**config.mk**
```make
export PLATFORM = sky130hd
export DESIGN_NAME = uart_tx_fsm_flat
export DESIGN_NICKNAME = d
export VERILOG_FILES = /design/src/rtl/uart_tx_pkg.sv /design/src/rtl/uart_tx_fsm_if.sv /design/src/rtl/uart_tx_fsm_parity_calc.sv /design/src/rtl/uart_tx_fsm.sv /design/src/flat_wrapper.sv
export SDC_FILE = /design/constraint.sdc
export NUM_CORES = 1
export LEC_CHECK = 0
export ABC_CLOCK_PERIOD_IN_PS = 1360
export BUFFER_PORTS_ARGS = -buffer_cell sky130_fd_sc_hd__buf_2
export CAP_MARGIN = 20
export CELL_PAD_IN_SITES_DETAIL_PLACEMENT = 1
export CELL_PAD_IN_SITES_GLOBAL_PLACEMENT = 1
export CORE_ASPECT_RATIO = 0.6
export CORE_MARGIN = 3
export CORE_UTILIZATION = 25
export CTS_BUF_LIST = sky130_fd_sc_hd__clkbuf_8
export DETAILED_ROUTE_END_ITERATION = 8
export PLACE_DENSITY = 0.57
export SYNTH_ARGS = -nofsm -noshare
export SYNTH_HDL_FRONTEND = slang
export SYNTH_SLANG_ARGS = --single-unit
```
**constraint.sdc**
```tcl
create_clock -name CLK -period 1.36 [get_ports CLK]
set_input_delay 0.068 -clock CLK [delete_from_list [all_inputs] [get_ports CLK]]
set_output_delay 0.068 -clock CLK [all_outputs]
set_load 0.01 [all_outputs]
```
**src/rtl/uart_tx_pkg.sv**
```systemverilog
// Shared types and constants for the UART transmit frame controller.
package uart_tx_pkg;

    localparam int unsigned DATA_WIDTH_DEF = 8;

    localparam logic PAR_EVEN = 1'b0;
    localparam logic PAR_ODD  = 1'b1;

    typedef enum logic [2:0] {
        IDLE   = 3'd0,
        START  = 3'd1,
        DATA   = 3'd2,
        PARITY = 3'd3,
        STOP   = 3'd4
    } state_e;

endpackage

```
**src/rtl/uart_tx_fsm_if.sv**
```systemverilog
// Handshake bundle between the frame controller, its data source and the serializer.
interface uart_tx_fsm_if
    import uart_tx_pkg::*;
#(
    parameter int unsigned DATA_WIDTH = DATA_WIDTH_DEF
);
    logic [DATA_WIDTH-1:0] P_DATA;
    logic                  DATA_VALID;
    logic                  PAR_EN;
    logic                  PAR_TYP;
    logic                  ser_data;
    logic                  ser_done;
    logic                  ser_en;
    logic                  TX_OUT;
    logic                  Busy;
    logic                  ser_err;

    modport master (
        output P_DATA, DATA_VALID, PAR_EN, PAR_TYP, ser_data, ser_done,
        input  ser_en, TX_OUT, Busy, ser_err
    );

    modport slave (
        input  P_DATA, DATA_VALID, PAR_EN, PAR_TYP, ser_data, ser_done,
        output ser_en, TX_OUT, Busy, ser_err
    );

endinterface

```
**src/rtl/uart_tx_fsm_parity_calc.sv**
```systemverilog
// Parity of the parallel word: even parity when par_typ=0, odd when 1.
module parity_calc #(
    parameter int unsigned DATA_WIDTH = 8
) (
    input  logic [DATA_WIDTH-1:0] data,
    input  logic                  par_typ,
    output logic                  par_bit
);

    assign par_bit = (^data) ^ par_typ;

endmodule

```
**src/rtl/uart_tx_fsm.sv**
```systemverilog
// UART transmit frame controller: start, serialized data (LSB first), optional parity, stop.
module uart_tx_fsm
    import uart_tx_pkg::*;
#(
    parameter int unsigned DATA_WIDTH = DATA_WIDTH_DEF,
    parameter int unsigned CNT_W      = 3
) (
    input  logic          CLK,
    input  logic          RST,
    uart_tx_fsm_if.slave  bus
);

    localparam logic [CNT_W-1:0] LAST_BIT = CNT_W'(DATA_WIDTH - 1);

    state_e             state_q,   state_d;
    logic [CNT_W-1:0]   bit_cnt_q, bit_cnt_d;
    logic               par_bit_q, par_bit_d;
    logic               par_en_q,  par_en_d;
    logic               ser_err_q, ser_err_d;
    logic               par_bit_new;

    parity_calc #(
        .DATA_WIDTH (DATA_WIDTH)
    ) u_parity (
        .data    (bus.P_DATA),
        .par_typ (bus.PAR_TYP),
        .par_bit (par_bit_new)
    );

    always_ff @(posedge CLK) begin
        if (RST) begin
            state_q   <= IDLE;
            bit_cnt_q <= '0;
            par_bit_q <= 1'b0;
            par_en_q  <= 1'b0;
            ser_err_q <= 1'b0;
        end else begin
            state_q   <= state_d;
            bit_cnt_q <= bit_cnt_d;
            par_bit_q <= par_bit_d;
            par_en_q  <= par_en_d;
            ser_err_q <= ser_err_d;
        end
    end

    always_comb begin
        state_d   = state_q;
        bit_cnt_d = bit_cnt_q;
        par_bit_d = par_bit_q;
        par_en_d  = par_en_q;
        ser_err_d = ser_err_q;
        unique case (state_q)
            IDLE: begin
                if (bus.DATA_VALID) begin
                    par_bit_d = par_bit_new;
                    par_en_d  = bus.PAR_EN;
                    state_d   = START;
                end
            end
            START: begin
                bit_cnt_d = '0;
                state_d   = DATA;
            end
            DATA: begin
                bit_cnt_d = bit_cnt_q + CNT_W'(1);
                if (bit_cnt_q == LAST_BIT) begin
                    // A missing ser_done is flagged but the frame still closes on time.
                    if (!bus.ser_done) begin
                        ser_err_d = 1'b1;
                    end
                    state_d = par_en_q ? PARITY : STOP;
                end
            end
            PARITY: begin
                state_d = STOP;
            end
            STOP: begin
                if (bus.DATA_VALID) begin
                    par_bit_d = par_bit_new;
                    par_en_d  = bus.PAR_EN;
                    state_d   = START;
                end else begin
                    state_d = IDLE;
                end
            end
            default: begin
                state_d = IDLE;
            end
        endcase
    end

    always_comb begin
        bus.TX_OUT = 1'b1;
        bus.Busy   = 1'b1;
        bus.ser_en = 1'b0;
        unique case (state_q)
            IDLE: begin
                bus.Busy = 1'b0;
            end
            START: begin
                bus.TX_OUT = 1'b0;
                bus.ser_en = 1'b1;
            end
            DATA: begin
                bus.TX_OUT = bus.ser_data;
                bus.ser_en = (bit_cnt_q != LAST_BIT);
            end
            PARITY: begin
                bus.TX_OUT = par_bit_q;
            end
            STOP: begin
                bus.TX_OUT = 1'b1;
            end
            default: begin
                bus.Busy = 1'b0;
            end
        endcase
    end

    assign bus.ser_err = ser_err_q;

endmodule
```
**src/flat_wrapper.sv**
```systemverilog
// flat-port wrapper written by rule: the top's interface ports become plain ports
module uart_tx_fsm_flat import uart_tx_pkg::*;
#(
    parameter int unsigned DATA_WIDTH = DATA_WIDTH_DEF,
    parameter int unsigned CNT_W      = 3
)
  (CLK, RST, bus_P_DATA, bus_DATA_VALID, bus_PAR_EN, bus_PAR_TYP, bus_ser_data, bus_ser_done, bus_ser_en, bus_TX_OUT, bus_Busy, bus_ser_err);
  uart_tx_fsm_if #(.DATA_WIDTH(DATA_WIDTH)) bus_i ();
  input  logic CLK;
  input  logic RST;
  input wire logic [$bits(bus_i.P_DATA)-1:0] bus_P_DATA;
  input wire logic [$bits(bus_i.DATA_VALID)-1:0] bus_DATA_VALID;
  input wire logic [$bits(bus_i.PAR_EN)-1:0] bus_PAR_EN;
  input wire logic [$bits(bus_i.PAR_TYP)-1:0] bus_PAR_TYP;
  input wire logic [$bits(bus_i.ser_data)-1:0] bus_ser_data;
  input wire logic [$bits(bus_i.ser_done)-1:0] bus_ser_done;
  output wire logic [$bits(bus_i.ser_en)-1:0] bus_ser_en;
  output wire logic [$bits(bus_i.TX_OUT)-1:0] bus_TX_OUT;
  output wire logic [$bits(bus_i.Busy)-1:0] bus_Busy;
  output wire logic [$bits(bus_i.ser_err)-1:0] bus_ser_err;
  assign bus_i.P_DATA = bus_P_DATA;
  assign bus_i.DATA_VALID = bus_DATA_VALID;
  assign bus_i.PAR_EN = bus_PAR_EN;
  assign bus_i.PAR_TYP = bus_PAR_TYP;
  assign bus_i.ser_data = bus_ser_data;
  assign bus_i.ser_done = bus_ser_done;
  assign bus_ser_en = bus_i.ser_en;
  assign bus_TX_OUT = bus_i.TX_OUT;
  assign bus_Busy = bus_i.Busy;
  assign bus_ser_err = bus_i.ser_err;
  uart_tx_fsm #(.DATA_WIDTH(DATA_WIDTH), .CNT_W(CNT_W)) u_core (.CLK(CLK), .RST(RST), .bus(bus_i));
endmodule
```
**Word level (Yosys, flattened, before mapping)**

Cells that the tools add are included.

- Register bits: 9
- Input port bits: 15
- Word-level logic and storage cells: 33
- Output and inout port bits: 4

- Mux-type cells: 9
- Reductions and logical operators: 8
- Add/sub/neg operators: 1
- Bitwise gates (word level): 2
- Equality and inequality tests: 8

Operators with widths:

| kind | number |
|---|---|
| $pmux W3 S5 | 1 |
| $mux W3 | 3 |
| $reduce_xor A8 Y1 | 1 |
| $eq A3 B2 Y1 const B | 2 |
| $eq A3 B3 Y1 const B | 2 |
| $pmux W3 S2 | 1 |
| $reduce_and A2 Y1 | 2 |
| $reduce_or A4 Y1 | 1 |
| $add A3 B1 Y3 const B | 1 |
| $eq A3 B1 Y1 const B | 1 |
| $logic_not A3 Y1 | 1 |
| $ne A3 B3 Y1 const B | 1 |
| $pmux W1 S3 | 1 |
| $reduce_and A3 Y1 | 1 |
| $mux W1 | 2 |
| $ne A2 B1 Y1 const B | 1 |
| $ne A2 B2 Y1 const B | 1 |
| $pmux W1 S2 | 1 |
| $reduce_bool A2 Y1 | 1 |
| $reduce_or A2 Y1 | 1 |
| $not A1 Y1 | 1 |
| $xor A1 B1 Y1 | 1 |

**Longest topological paths before layout**

Gate-level depths: netlist (run 1).

- Word-level depth: 3
- Gate-level depth with buffers: 6
- Mapped depth without buffers: 6

**Modules after synthesis**

Synthesis (run 1) repeated with hierarchy kept, for this count alone.

- Cells, all modules: 62
- Area total of the unflattened synthesis: 576.8 sq um

By module, submodules not included:

| module | sequential area each (sq um) | cells an instance | instances | area an instance (sq um) |
|---|---|---|---|---|
| uart_tx_fsm | 180.2 | 55 | 1 | 494.2 |
| parity_calc | 0.0 | 7 | 1 | 82.6 |

**Worst setup path after synthesis (run 1)**

No wires, ideal clock.

- Path kind: reg-to-reg
- Start: register u_core.bit_cnt_q[0]
- End: register u_core.state_q[2]
- Setup slack: 48 ps
- Library setup time: 103 ps
- Data required time: 1257 ps
- Data arrival time: 1209 ps
- Clock period less this slack: 1312 ps
- Cell stages (with the launch flop): 7
- Buffers on the path: 0
- Cells stage by stage: dfxtp_1 -> ha_1 -> ha_1 -> a21oi_2 -> o32ai_1 -> nand2b_1 -> a2111oi_2

- Word-level cells in the longest chain between the ends: 3

Ends and longest elaborated chain:

| what | line | source |
|---|---|---|
| from (decl) | uart_tx_fsm.sv:16 | `logic [CNT_W-1:0] bit_cnt_q, bit_cnt_d;` |
| from (signal assigned) | uart_tx_fsm.sv:39 | `bit_cnt_q <= bit_cnt_d;` |
| $eq A3 B3 Y1 | uart_tx_fsm.sv:66 | `if (bit_cnt_q == LAST_BIT) begin` |
| $ne A2 B1 Y1 (no source line) | -- |  |
| $reduce_and A2 Y1 (no source line) | -- |  |
| to (signal assigned) | uart_tx_fsm.sv:38 | `state_q <= state_d;` |
| to (decl) | uart_tx_fsm.sv:15 | `state_e state_q, state_d;` |

No other way between the ends.
A chain may end at the register's enable or synchronous reset.

**Worst setup path in the final report (run 1)**

- Start: register u_core.bit_cnt_q[0]
- End: output bus_ser_en

- Word-level cells in the longest chain between the ends: 2

Ends and longest elaborated chain:

| what | line | source |
|---|---|---|
| $ne A3 B3 Y1 | uart_tx_fsm.sv:106 | `bus.ser_en = (bit_cnt_q != LAST_BIT);` |
| $pmux W1 S2 | uart_tx_fsm.sv:96 | `unique case (state_q)` |
| to (decl) | flat_wrapper.sv:17 | `output wire logic [$bits(bus_i.ser_en)-1:0] bus_ser_en;` |

No other way between the ends.

==> results of run 1 <==
registers in the layout, indices dropped and copies added (netlist names):
register            cells
u_core.bit_cnt_q        3
u_core.state_q          3
u_core.par_en_q         1
u_core.bus.ser_err      1
u_core.par_bit_q        1
per-stage QoR:
stage / utilization, % / TNS [ns] / cells / area (um^2) / power (uW)
floorplan: - / 0 / 64 / 573 / 639
global placement: 36.1 / 0 / 112 / 721 / 783
detailed placement: 36.1 / -0.0201 / 112 / 721 / 787
CTS: 41.2 / -0.0406 / 119 / 822 / 1120
global route: 42.4 / -0.205 / 120 / 846 / 1230
finish: 42.4 / -0.0144 / 120 / 846 / 1140
worst max-delay path: cells and delay by family, from the launching register on:
kind	cells	cell delay, ns
DFF	1	0.33
and+or+nand+nor	1	0.04
adders and majority gates	2	0.32
buffers and inverters	3	0.28
AOI/OAI and AO/OA	1	0.10
area by class of cell:
cell class                      count  area (um^2)  share of cell area [%]
Clock buffer                        3         41.3                    4.88
Clock inverter                      1         3.75                   0.444
Inverter                            3         13.8                    1.63
Multi-Input combinational cell     49          400                    47.3
Sequential cell                     9          190                    22.5
Tap cell                           28         35.0                    4.14
Timing Repair Buffer               27          161                    19.1
logic make-up after synthesis:
family,count (synthesis)
compound gates,19
xor+xnor,7
fa+ha+maj,2
buf+inv,6
flops,9
mux,1
simple gates,20
cell usage in the layout, fill, tap and decap left out, drive strengths merged, types with 2 or more instances in the layout:
cell type  instances
a22oi              2
ha                 2
nor2              10
xor2               2
nand2              4
a21oi              4
a2bb2oi            3
clkbuf             3
nand3b             2
inv                4
o21ai              2
buf               27
xnor2              4
dfxtp              9
power by group:
group | total (uW) | switching, uW | internal, uW | leakage, uW
logic | 472 | 229 | 243 | 0.000265
clock network | 307 | 110 | 197 | 0.0000269
registers | 364 | 53.6 | 310 | 0.0000756
what timing repair did:
| item | 4_1_cts | 5_1_grt |
|---|---|---|
| setup endpoints to repair | 4 | 5 |
| pin swaps | 3 | 1 |
| gates resized for setup | 10 | 6 |
| setup buffers | 3 | 1 |
final timing paths:
kind                            cells past startpoint                 end  slack, ns                start
worst max-delay path                                7          bus_ser_en      -0.01  u_core.bit_cnt_q[0]
worst min-delay path                                3     u_core.par_en_q       0.09           bus_PAR_EN
worst max register to register                      8   u_core.state_q[0]       0.02  u_core.bit_cnt_q[0]
worst min register to register                      2  u_core.bus.ser_err       0.47   u_core.bus.ser_err
metal layers:
layer / part of all wire, % / GRT usage, % / vias to the layer above
met4: 0.55 / 3.56 / 0
li1: - / - / 287
met5: 0 / 0 / -
met1: 53 / 17.2 / 243
met3: 8.8 / 6.08 / 2
met2: 38 / 15.3 / 19
==> impl_metrics.env, run 1 <==
export IMPL_fill_cells=246
export IMPL_cp_end_kind="output port"
export IMPL_drtIter0Drc=16
export IMPL_cts_tree="built"
export IMPL_antenna_cells=0
export IMPL_whs_ns=0.0900
export IMPL_rows=12
export IMPL_ys_types=32
export IMPL_slew_violations=0
export IMPL_cts_clk_slew_worst_paths_ns=0.05
export IMPL_synth_top_cell_area_share_pct=31.4
export IMPL_synth_area_leaders="dfxtp_1 31%, xnor2_1 6.1%, nor2_1 5.2%, a2bb2oi_1 4.6%, ha_1 4.4%"
export IMPL_async_flop_share_pct=0
export IMPL_synth_compound_area_share_pct=26.2
export IMPL_ys_ff_latch=9
export IMPL_crit_arrival_ns=1.31
export IMPL_violations="setup timing"
export IMPL_synth_top_area_cell="dfxtp_1"
export IMPL_ios=19
export IMPL_wl_mm=1.64
export IMPL_die_h_um=43.1
export IMPL_worstMarginPinSlew_ns=0.239
export IMPL_cp_required_ns=1.29
export IMPL_syn_nets=81
export IMPL_outcome="finished, violations left"
export IMPL_setup_viol_count_final=1
export IMPL_yosysSeqAreaShare_pct=31.4
export IMPL_die_w_um=67.8
export IMPL_synth_main_ff_cell="dfxtp_1"
export IMPL_path_class="flip-flop to output port"
export IMPL_die_area_mm2=0.00292
export IMPL_coreArea_mm2=0.00200
export IMPL_rsz0062_at_grt="true"
export IMPL_relSlewSlack_pct=84.0
export IMPL_cp_start_kind="flip-flop"
export IMPL_area_growth_pct=47.6
export IMPL_avgRoutedWirePerCell_um=13.7
export IMPL_clock_path_buffers=2
export IMPL_synth_area_um2=573
export IMPL_first_pass_iters=4
export IMPL_track_usage_pct=12.0
export IMPL_gp_congestion=0.819
export IMPL_clock_skew_ns=0.00433
export IMPL_grt_pass1_vias=531
export IMPL_min_period_over_period_pct=101
export IMPL_layout_nets=110
export IMPL_ant_nets=0
export IMPL_grt_max_degree=11
export IMPL_slowest_stage="dfxtp_2"
export IMPL_synth_avg_cell_area_um2=8.95
export IMPL_yosysWarnings=0
export IMPL_synthAdderAreaFrac_pct=4.37
export IMPL_synth_top_family_by_area="compound AO/OA/AOI/OAI gates"
export IMPL_numPortBuffers=18
export IMPL_ir_drop_mv=0.631
export IMPL_cp_max_fo=2
export IMPL_vias_per_cell=4.59
export IMPL_htree_levels=1
export IMPL_power_leakage_uw=0.000368
export IMPL_layout_drive_gt1_share_pct=51.1
export IMPL_vias=551
export IMPL_hold_path_class="input port to flip-flop"
export IMPL_fmax_ghz=0.728
export IMPL_power_density_mw_per_mm2=1350
export IMPL_cts_sinks=9
export IMPL_overflow=0
export IMPL_syn_inst=64
export IMPL_synth_xor_area_share_pct=13.1
export IMPL_hold_viol=0
export IMPL_path_cells="ha_4 > ha_4 > buf_6 > inv_4 > nand2_2 > a21oi_2 > buf_2"
export IMPL_period_needed_ns=1.37
export IMPL_ctsRootBufferMaster="clkbuf_8"
export IMPL_yosysMostFrequentCell="dfxtp_1"
export IMPL_synth_edf_count=0
export IMPL_crit_path_frequent_cell="ha_4"
export IMPL_numCtsBuffers=3
export IMPL_antenna_found_initial=0
export IMPL_synthMuxAreaShare_pct=1.75
export IMPL_synth_simple_gate_area_share_pct=18.6
export IMPL_setup_ws_ns=-0.0144
export IMPL_grt_pass1_wl_mm=2.53
export IMPL_slowest_delay_ns=0.33
export IMPL_post_route_drc_count=0
export IMPL_initial_utilization_pct=28.7
export IMPL_dpl_worst_slack_ns=-0.0201
export IMPL_synthTopCellsByCount="9 x dfxtp_1, 8 x nor2_1, 4 x nand2_1, 4 x xnor2_1"
export IMPL_clock_latency_ns=0.23
export IMPL_max_cap_violations=0
export IMPL_dpl_hpwl_mm=1.17
export IMPL_cts_hold_buf=0
No activity file was read; power rests on OpenSTA's default activity.
==> run 2: changes to the inputs <==
PLACE_DENSITY = 0.56   (was 0.57)
SYNTH_HIERARCHICAL = 1   (was default)
==> run 2 against run 1 <==
Sequential cell count did not move. First-iteration DRC count fell by 31%. Non-clock buffer count fell by 5. The flow now finishes without violations. Total power fell by 16%. Final cell count fell by 6.7%. Clock power fell by 1%. Maximum frequency rose by 3.4%. Highest routed layer unchanged.
==> impl_metrics.env, run 2 <==
export IMPL_setup_viol_count_final=0
export IMPL_p_int_uw=663
export IMPL_max_cap_violations=0
export IMPL_grt_max_degree=11
export IMPL_worst_r2r_endpoint="u_core/state_q[0]"
export IMPL_vias=514
export IMPL_power_density_mw_per_mm2=1230
export IMPL_cts_tree="built"
export IMPL_syn_nets=79
export IMPL_track_usage_pct=11.9
export IMPL_syn_inst=62
export IMPL_hold_viol=0
export IMPL_min_period_over_period_pct=97.8
export IMPL_synthMuxAreaShare_pct=5.21
export IMPL_placed_area_um2=692
export IMPL_power_leakage_uw=0.000334
export IMPL_post_route_drc_count=0
export IMPL_worstSetupEndpoint="u_core/state_q[0]"
export IMPL_die_w_um=68.0
export IMPL_cp_required_ns=1.48
export IMPL_antenna_found_initial=0
export IMPL_grt_pass1_wl_mm=2.50
export IMPL_final_common_cell="buf_2"
export IMPL_relSlewSlack_pct=74.5
export IMPL_fmax_ghz=0.752
export IMPL_multi_input_area_um2=382
export IMPL_synthAdderAreaFrac_pct=4.34
export IMPL_grt_pass1_vias=561
export IMPL_die_h_um=43.2
export IMPL_synth_compound_area_share_pct=19.3
export IMPL_synth_avg_cell_area_um2=9.30
export IMPL_synth_top_area_cell="dfxtp_1"
export IMPL_ff2ff_path_depth=6
export IMPL_vias_per_cell=4.59
export IMPL_antenna_cells=0
export IMPL_synth_main_ff_cell="dfxtp_1"
export IMPL_p_total_uw=960
export IMPL_wl_mm=1.53
export IMPL_cts_clk_slew_worst_paths_ns=0.05
export IMPL_period_needed_ns=1.33
export IMPL_numCtsBuffers=3
export IMPL_p_seq_share_pct=35.9
export IMPL_avgRoutedWirePerCell_um=13.6
export IMPL_coreArea_mm2=0.00201
export IMPL_first_pass_iters=4
export IMPL_initial_utilization_pct=28.7
export IMPL_area_growth_pct=35.8
export IMPL_r2r_start="u_core/bit_cnt_q[0]"
export IMPL_htree_levels=1
export IMPL_worstMarginPinSlew_ns=0.382
export IMPL_setup_ws_ns=0.0302
export IMPL_rows=12
export IMPL_clock_latency_ns=0.23
export IMPL_clock_path_buffers=2
export IMPL_synth_simple_gate_area_share_pct=15.8
export IMPL_slew_violations=0
export IMPL_clock_skew_ns=0.00208
export IMPL_fill_cells=243
export IMPL_mostFrequentLayoutCells="18 x buf_2, 6 x a21oi_1, 6 x nor2_1, 6 x dfxtp_1, 5 x xnor2_1"
export IMPL_cp_end_kind="flip-flop"
export IMPL_dpl_worst_slack_ns=0.0545
export IMPL_synth_area_leaders="dfxtp_1 31%, xnor2_1 7.6%, a21oi_1 5.2%, mux2i_1 5.2%, nor2_1 4.6%"
export IMPL_swShare_pct=30.9
export IMPL_yosysSeqAreaShare_pct=31.2
export IMPL_p_switching_uw=297
export IMPL_outcome="completed"
export IMPL_ys_types=27
export IMPL_numPortBuffers=18
export IMPL_postLayoutCellArea_um2=783
export IMPL_ir_drop_mv=0.537
export IMPL_power_frac_comb_pct=32.5
export IMPL_p_clk_share_pct=31.5
export IMPL_synth_xor_area_share_pct=15.8
export IMPL_overflow=0
export IMPL_cts_sinks=9
export IMPL_die_area_mm2=0.00294
export IMPL_yosysMostFrequentCell="dfxtp_1"
export IMPL_synth_top_cell_area_share_pct=31.2
export IMPL_layout_drive_gt1_share_pct=44.0
export IMPL_yosysWarnings=6
export IMPL_layout_nets=102
export IMPL_async_flop_share_pct=0
export IMPL_cp_max_fo=4
export IMPL_ant_nets=0
export IMPL_register_area_um2=186
export IMPL_cp_start_kind="flip-flop"
export IMPL_cts_hold_buf=0
export IMPL_reg_top3="u_core/bit_cnt_q x3, u_core/state_q x3"
export IMPL_hold_path_class="input port to flip-flop"
export IMPL_synth_top_family_by_area="compound AO/OA/AOI/OAI gates"
export IMPL_gp_congestion=0.744
export IMPL_synthTopCellsByCount="9 x dfxtp_1, 7 x nor2_1, 6 x a21oi_1"
export IMPL_ios=19
export IMPL_path_class="flip-flop to flip-flop"
export IMPL_dpl_hpwl_mm=1.14
export IMPL_crit_start="u_core/bit_cnt_q[0]"
export IMPL_whs_ns=0.0874
export IMPL_drtIter0Drc=11
export IMPL_crit_arrival_ns=1.45
export IMPL_ys_ff_latch=9
export IMPL_ctsRootBufferMaster="clkbuf_8"
export IMPL_rrSetupSlack_ns=0.03
export IMPL_rsz0062_at_grt="true"
export IMPL_synth_area_um2=577
export IMPL_synth_edf_count=0
## run 2: cell count changes in the layout (fill, tap and decap cells not counted), sizes merged, moves of 2 or more
cell     before  now
buf          27   22
a2bb2oi       3    0
a32oi         0    3
nor2         10    7
a21oi         4    6
a22oi         2    0
mux2i         1    3
nand3b        2    0
xnor2         4    6
## run 2: layout make-up
type / instances / share of cell area (%)
Tap cell: 28 / 4.47
Multi-Input combinational cell: 45 / 48.7
Sequential cell: 9 / 23.8
Timing Repair Buffer: 22 / 15.3
Inverter: 4 / 1.92
Clock buffer: 3 / 5.27
Clock inverter: 1 / 0.479
## run 2: cell families (layout without fill, tap and decap cells)
logic type,count (synthesis),after routing
adder cells (fa/ha/maj),2,2
AND/OR/NAND/NOR,16,16
AO/OA/AOI/OAI,16,16
multiplexers,3,3
flip-flops,9,9
XOR/XNOR,8,8
buffers and inverters,8,30
## run 2: layer usage
layer  share of wire [%]  GRT usage, %
met5                   0             0
met4                 1.6          4.74
met3                 5.3          5.82
met2                  45          17.6
met1                  48          14.6
## run 2: power groups by stage
stage,sequential (uW),combinational [uW],clock [uW]
global placement,337,302,0
floorplan,311,242,0
finish,345,312,303
detailed placement,340,304,0
CTS,342,311,318
global route,350,345,338
## run 2: worst min-delay path by stage
stage / end / slack [ns] / start / depth (start not counted)
final: u_core/par_en_q / 0.09 / bus_PAR_EN / 3
after detailed placement: u_core/par_en_q / 0.34 / bus_PAR_EN / 3
after floorplan: u_core/par_en_q / 0.22 / bus_PAR_EN / 2
after global routing: u_core/bit_cnt_q[1] / 0.12 / RST / 2
after global placement: u_core/par_en_q / 0.31 / bus_PAR_EN / 3
after CTS: u_core/par_en_q / 0.09 / bus_PAR_EN / 3
## run 2: what timing repair did
action / in CTS / in global routing
pin swaps: 0 / 0
buffers inserted: 1 / 0
setup endpoints to repair: 3 / 3
resized for setup: 8 / 3
## run 2: critical path: stages (launching register included)
cell,delay (ns)
dfxtp_2,0.34
ha_4,0.17
ha_4,0.15
buf_4,0.13
mux2i_1,0.14
a21oi_1,0.10
and3b_2,0.20
## run 2: through the flow
step                      util [%]  TNS [ns]  std cells
final                         38.9         0        112
after global routing          38.9   -0.0436        112
after CTS                     38.5         0        112
after detailed placement      34.4         0        107
after global placement        34.4         0        107
after floorplan                  -         0         62
